==> config.mk <==
export PLATFORM = sky130hd
export DESIGN_NAME = cdb_arb
export DESIGN_NICKNAME = d
export VERILOG_FILES = /design/src/rtl/cdb_arb.sv
export SDC_FILE = /design/constraint.sdc
export NUM_CORES = 1
export LEC_CHECK = 0
export ABC_AREA = 0
export CORE_UTILIZATION = 35
export DETAILED_ROUTE_END_ITERATION = 10
export HOLD_SLACK_MARGIN = 0.1
export MAX_ROUTING_LAYER = met4
export PLACE_DENSITY = 0.81
export RECOVER_POWER = 50
export SETUP_SLACK_MARGIN = 0.2
export SLEW_MARGIN = 30
export SYNTH_ARGS = -nofsm -noshare
export SYNTH_HDL_FRONTEND = slang
export SYNTH_SLANG_ARGS = --single-unit
==> constraint.sdc <==
create_clock -name clk -period 3.5 [get_ports clk]
set_input_delay 0.35 -clock clk [delete_from_list [all_inputs] [get_ports clk]]
set_output_delay 0.35 -clock clk [all_outputs]
set_load 0.005 [all_outputs]
==> src/rtl/cdb_arb.sv <==
// -----------------------------------------------------------------------------
// cdb_arb : round-robin arbiter for the common data bus (CDB)
//
// Chooses one completed execution-unit result per cycle. The chosen result is
// registered and then broadcast to the reservation stations, the ROB and the
// register file.
//
// Ports
//   clk, rst_n     clock and asynchronous active-low reset
//   flush          ROB flush: blocks this cycle's grant and drops the next cdb_wr
//   req            per-EXU result valid (held until granted)
//   req_tag        flattened per-EXU tags        (EXU k: [k*TAG_W +: TAG_W])
//   req_inst_id    flattened per-EXU ROB indices (EXU k: [k*ROB_PTR_W +: ROB_PTR_W])
//   req_wdata      flattened per-EXU result data (EXU k: [k*DATA_W +: DATA_W])
//   gnt            one-hot combinational grant
//   cdb_wr         broadcast valid (registered, one cycle after the grant)
//   cdb_tag        broadcast tag
//   cdb_inst_id    broadcast ROB index
//   cdb_wdata      broadcast data
//   cdb_src        index of the EXU that owns the current broadcast
//   err_tag0       sticky flag: a granted request carried the reserved tag 0
// -----------------------------------------------------------------------------
module cdb_arb #(
   parameter int unsigned N_REQ     = 4,
   parameter int unsigned TAG_W     = 4,
   parameter int unsigned ROB_PTR_W = 4,
   parameter int unsigned DATA_W    = 32,
   parameter int unsigned IDX_W     = $clog2(N_REQ)
) (
   input  logic                       clk,
   input  logic                       rst_n,
   input  logic                       flush,
   input  logic [N_REQ-1:0]           req,
   input  logic [N_REQ*TAG_W-1:0]     req_tag,
   input  logic [N_REQ*ROB_PTR_W-1:0] req_inst_id,
   input  logic [N_REQ*DATA_W-1:0]    req_wdata,
   output logic [N_REQ-1:0]           gnt,
   output logic                       cdb_wr,
   output logic [TAG_W-1:0]           cdb_tag,
   output logic [ROB_PTR_W-1:0]       cdb_inst_id,
   output logic [DATA_W-1:0]          cdb_wdata,
   output logic [IDX_W-1:0]           cdb_src,
   output logic                       err_tag0
);

   logic [IDX_W-1:0]     rr_ptr_q, rr_ptr_d;
   logic                 cdb_wr_q;
   logic [TAG_W-1:0]     cdb_tag_q, cdb_tag_d;
   logic [ROB_PTR_W-1:0] cdb_inst_id_q, cdb_inst_id_d;
   logic [DATA_W-1:0]    cdb_wdata_q, cdb_wdata_d;
   logic [IDX_W-1:0]     cdb_src_q;
   logic                 err_tag0_q;

   logic                 found;
   logic [IDX_W-1:0]     win;
   logic [IDX_W-1:0]     cand;
   logic [IDX_W:0]       sum;

   // Search starting at rr_ptr, wrapping explicitly so N_REQ need not be a
   // power of two. One extra bit in sum holds rr_ptr+i before the wrap.
   always_comb begin
      found = 1'b0;
      win   = '0;
      cand  = '0;
      sum   = '0;
      if (!flush) begin
         for (int unsigned i = 0; i < N_REQ; i++) begin
            sum = {1'b0, rr_ptr_q} + (IDX_W+1)'(i);
            if (sum >= (IDX_W+1)'(N_REQ)) begin
               sum = sum - (IDX_W+1)'(N_REQ);
            end
            cand = sum[IDX_W-1:0];
            if (!found && req[cand]) begin
               found = 1'b1;
               win   = cand;
            end
         end
      end
   end

   // Grant decode and payload mux for the winning lane.
   always_comb begin
      gnt           = '0;
      cdb_tag_d     = cdb_tag_q;
      cdb_inst_id_d = cdb_inst_id_q;
      cdb_wdata_d   = cdb_wdata_q;
      for (int unsigned k = 0; k < N_REQ; k++) begin
         if (found && (win == IDX_W'(k))) begin
            gnt[k]        = 1'b1;
            cdb_tag_d     = req_tag[k*TAG_W +: TAG_W];
            cdb_inst_id_d = req_inst_id[k*ROB_PTR_W +: ROB_PTR_W];
            cdb_wdata_d   = req_wdata[k*DATA_W +: DATA_W];
         end
      end
   end

   always_comb begin
      rr_ptr_d = rr_ptr_q;
      if (found) begin
         rr_ptr_d = (win == IDX_W'(N_REQ-1)) ? '0 : win + 1'b1;
      end
   end

   always_ff @(posedge clk or negedge rst_n) begin
      if (!rst_n) begin
         rr_ptr_q      <= '0;
         cdb_wr_q      <= 1'b0;
         cdb_tag_q     <= '0;
         cdb_inst_id_q <= '0;
         cdb_wdata_q   <= '0;
         cdb_src_q     <= '0;
         err_tag0_q    <= 1'b0;
      end else begin
         rr_ptr_q      <= rr_ptr_d;
         cdb_wr_q      <= found;
         cdb_tag_q     <= cdb_tag_d;
         cdb_inst_id_q <= cdb_inst_id_d;
         cdb_wdata_q   <= cdb_wdata_d;
         if (found) begin
            cdb_src_q <= win;
         end
         if (found && (cdb_tag_d == '0)) begin
            err_tag0_q <= 1'b1;
         end
      end
   end

   assign cdb_wr      = cdb_wr_q;
   assign cdb_tag     = cdb_tag_q;
   assign cdb_inst_id = cdb_inst_id_q;
   assign cdb_wdata   = cdb_wdata_q;
   assign cdb_src     = cdb_src_q;
   assign err_tag0    = err_tag0_q;

endmodule

==> impl_metrics.ini <==
[yosys]
synth.distinct_cells = 42
yosysTopAreaCell = dfrtp_1
avgSynthCellArea_sq_um = 9.00
synth_sequential_area_ratio = 0.380
yosys_register_bits = 46
async_flop_share = 1.00
synthTopCellsByArea = dfrtp_1, mux2_2, a21oi_1, o221ai_1, nor2_1
syn_area_sq_um = 3030
ys.flop_type = dfrtp_1
yosys_warnings = 0
synth_edf_count = 0
synth_fp_nets = 507
synth_top_area_frac = 0.380
netlist_instances = 336

[route]
vias = 3672
drc_errors = 0
wl_per_cell_um = 18.7
drt_wl_total_um = 12200
dr.pass1.iters = 5
final_antenna_net_count = 0
viasPerCell = 5.62
drt_iter0_drc = 141

[cells_and_area]
fillers = 688
final_layout_size_suffix_gt1_frac = 0.137
num_antenna_cells = 0
fin_nets = 718
area_growth_pct = 81.1
fin_area_sq_um = 5480

[clock_network]
root_buffer = clkbuf_8
htreeDepth = 2
clkTransAtPathRegs_ns = 0.09
clock_path_buffers = 2
cts_tree = built
clock_latency_ns = 0.30
clock-sinks = 46
cts_buffers = 5

[worst_setup_path]
cp.arrival_ns = 2.84
cp.required_ns = 3.15
startpoint = req[3]
critPathLaunchType = primary input
r2r_start = rr_ptr_q[1]
ff2ff_setup_slack_ns = 0.40
path_buf_inv = 5
regToRegEndpoint = cdb_inst_id[1]
crit_end = gnt[3]
path_class = in2out
cpMostUsedCell = clkdlybuf4s50_1
critPathMaxStageDelay_ns = 0.54
critPathSlowestCell = clkdlybuf4s50_1
critPathTopFamily = buffers and inverters
cp_max_fo = 4
path_cells = clkdlybuf4s50_1 -> nor4_4 -> or2_2 -> inv_2 -> o21ai_0 -> a311oi_2 -> buf_4 -> ha_2 -> inv_1 -> nor2_1 -> clkdlybuf4s50_1
cp.depth = 11
reg2regPathDepth = 14
endpoint_kind = output pin

[placed_design]
gp_congestion = 0.854
place_ws_ns = -0.0596
io_buffer_count = 214
post_dp_cell_area_sq_um = 5320
dp_hpwl_um = 8830

[sta]
slew_violations = 0
finalCriticalPeriod_ns = 3.19
max_slew_margin = 0.196
holdWs_ns = 0.490
setup_viol = 0
grt_setup_unrepaired = no
hold_viol = 0
worstMarginPinSlew_ns = 1.21
period_share = 0.912
finalSetupTns_ns = 0
timing.final.ws_setup_ns = 0.309
finalClockSkew_ns = 0.00999
fmax_mhz = 313

[power]
leakage_nw = 2.14
power_density_nw_per_um2 = 379
ir_drop_uv = 170
total_power_w = 0.00207

[floorplan]
rows = 33
die_area_sq_um = 9020
die_height_um = 95.0
start_util = 0.365
ios = 215
die_w_um = 95.0
core-area_sq_um = 8300

[global_route]
track_usage = 0.279
antenna_found_initial = 0
grt_max_degree = 50
grt_pass1_wl_um = 18700
grt_pass1_vias = 3804
grt_overflow = 0

[hold_path]
hp-class = reg2reg

[flow_run]
maxCapViolations = 0

[status]
status = finished, final reports clean
## where the power goes
group          total [W]  internal [W]  switching (W)
Sequential      0.000726      0.000646      0.0000797
Combinational   0.000950      0.000561       0.000389
Clock           0.000398      0.000214       0.000184
Total            0.00207       0.00142       0.000652
## layer usage
metal  vias up  wire [um]  GRT usage
met5         -          0          -
met4         0        401      0.107
met3        44        860     0.0556
met2       197       6360      0.485
met1      1745       4570      0.313
li1       1686          -          -
## area by class of cell
| class | count | area [sq um] | share of cell area |
|---|---|---|---|
| Clock buffer | 7 | 76.3 | 0.0139 |
| Clock inverter | 1 | 30.0 | 0.00548 |
| Inverter | 12 | 45.0 | 0.00822 |
| Multi-Input combinational cell | 246 | 1720 | 0.314 |
| Sequential cell | 46 | 1150 | 0.210 |
| Tap cell | 105 | 131 | 0.0240 |
| Timing Repair Buffer | 236 | 2320 | 0.424 |
## worst register-to-register path: cells and delay by family (launching register included)
kind	cells	cell delay, ns
compound gates	4	0.48
fa+ha+maj	1	0.18
buf+inv	5	0.71
flops	1	0.42
mux	1	0.36
simple gates	3	0.82
## kinds of logic (layout without fill, tap and decap cells)
| kind of cell | count (synthesis) | after routing | share of synthesized area |
|---|---|---|---|
| simple gates | 68 | 68 | 0.104 |
| mux | 37 | 37 | 0.137 |
| flops | 46 | 46 | 0.380 |
| fa+ha+maj | 4 | 4 | 0.0165 |
| compound gates | 137 | 137 | 0.300 |
| buf+inv | 44 | 256 | 0.0616 |
## Yosys cell counts (2+ instances only)
cell type	n
o221ai_1	36
clkbuf_1	22
nor3b_1	3
nand2b_1	2
a211oi_1	2
nor2b_1	2
ha_1	4
a21oi_1	74
nor3_1	4
o21ai_0	4
nand2_1	8
o31ai_1	2
a32oi_1	2
inv_1	11
a221oi_1	2
buf_2	7
mux2_2	36
a21o_1	3
dfrtp_1	46
nor2_1	43
o32ai_1	2
## sequential cells by signal (all words and copies together) (netlist names)
signal,flops
cdb_inst_id,4
err_tag0,1
cdb_src,2
rr_ptr_q,2
cdb_tag,4
cdb_wdata,32
cdb_wr,1
## worst min-delay path by stage
stage,start,slack (ns),to,cells after the start
after floorplan,rst_n,0.05,cdb_inst_id[0],0
after global placement,err_tag0,0.47,err_tag0,2
after detailed placement,rst_n,0.41,cdb_wdata[28],1
after CTS,cdb_src[0],0.50,cdb_src[0],1
after global routing,err_tag0,0.52,err_tag0,2
final,cdb_src[0],0.49,cdb_src[0],1
## stage by stage
| stage | cells | util |
|---|---|---|
| final | 653 | 0.660 |
| after global routing | 653 | 0.660 |
| after CTS | 652 | 0.657 |
| after detailed placement | 641 | 0.640 |
| after global placement | 641 | 0.640 |
| after floorplan | 336 | - |
## layout by cell type, fill, tap and decap left out, types with 2 or more instances in the layout
master,n
clkdlybuf4s50_1,186
nor3b_1,2
o221ai_1,36
dlymetal6s2s_1,3
dfrtp_1,46
ha_1,3
buf_4,20
clkbuf_8,5
o31ai_1,2
nand2_1,8
a21oi_1,74
mux2_2,36
inv_1,11
nor2b_1,2
clkbuf_1,2
a21o_1,3
a32oi_1,2
dlygate4sd3_1,25
nor2_1,43
a211oi_1,2
nor3_1,4
o32ai_1,2
o21ai_0,4
## timing repair
action | 4_1_cts | 5_1_grt
hold buffers | 1 | 0
pin swaps | 1 | 1
endpoints found under the hold margin | 46 | 0
resized for setup | 1 | 5
setup buffers | 2 | 1
setup endpoints to repair | 4 | 11
Power figures use the tool's default switching activity.
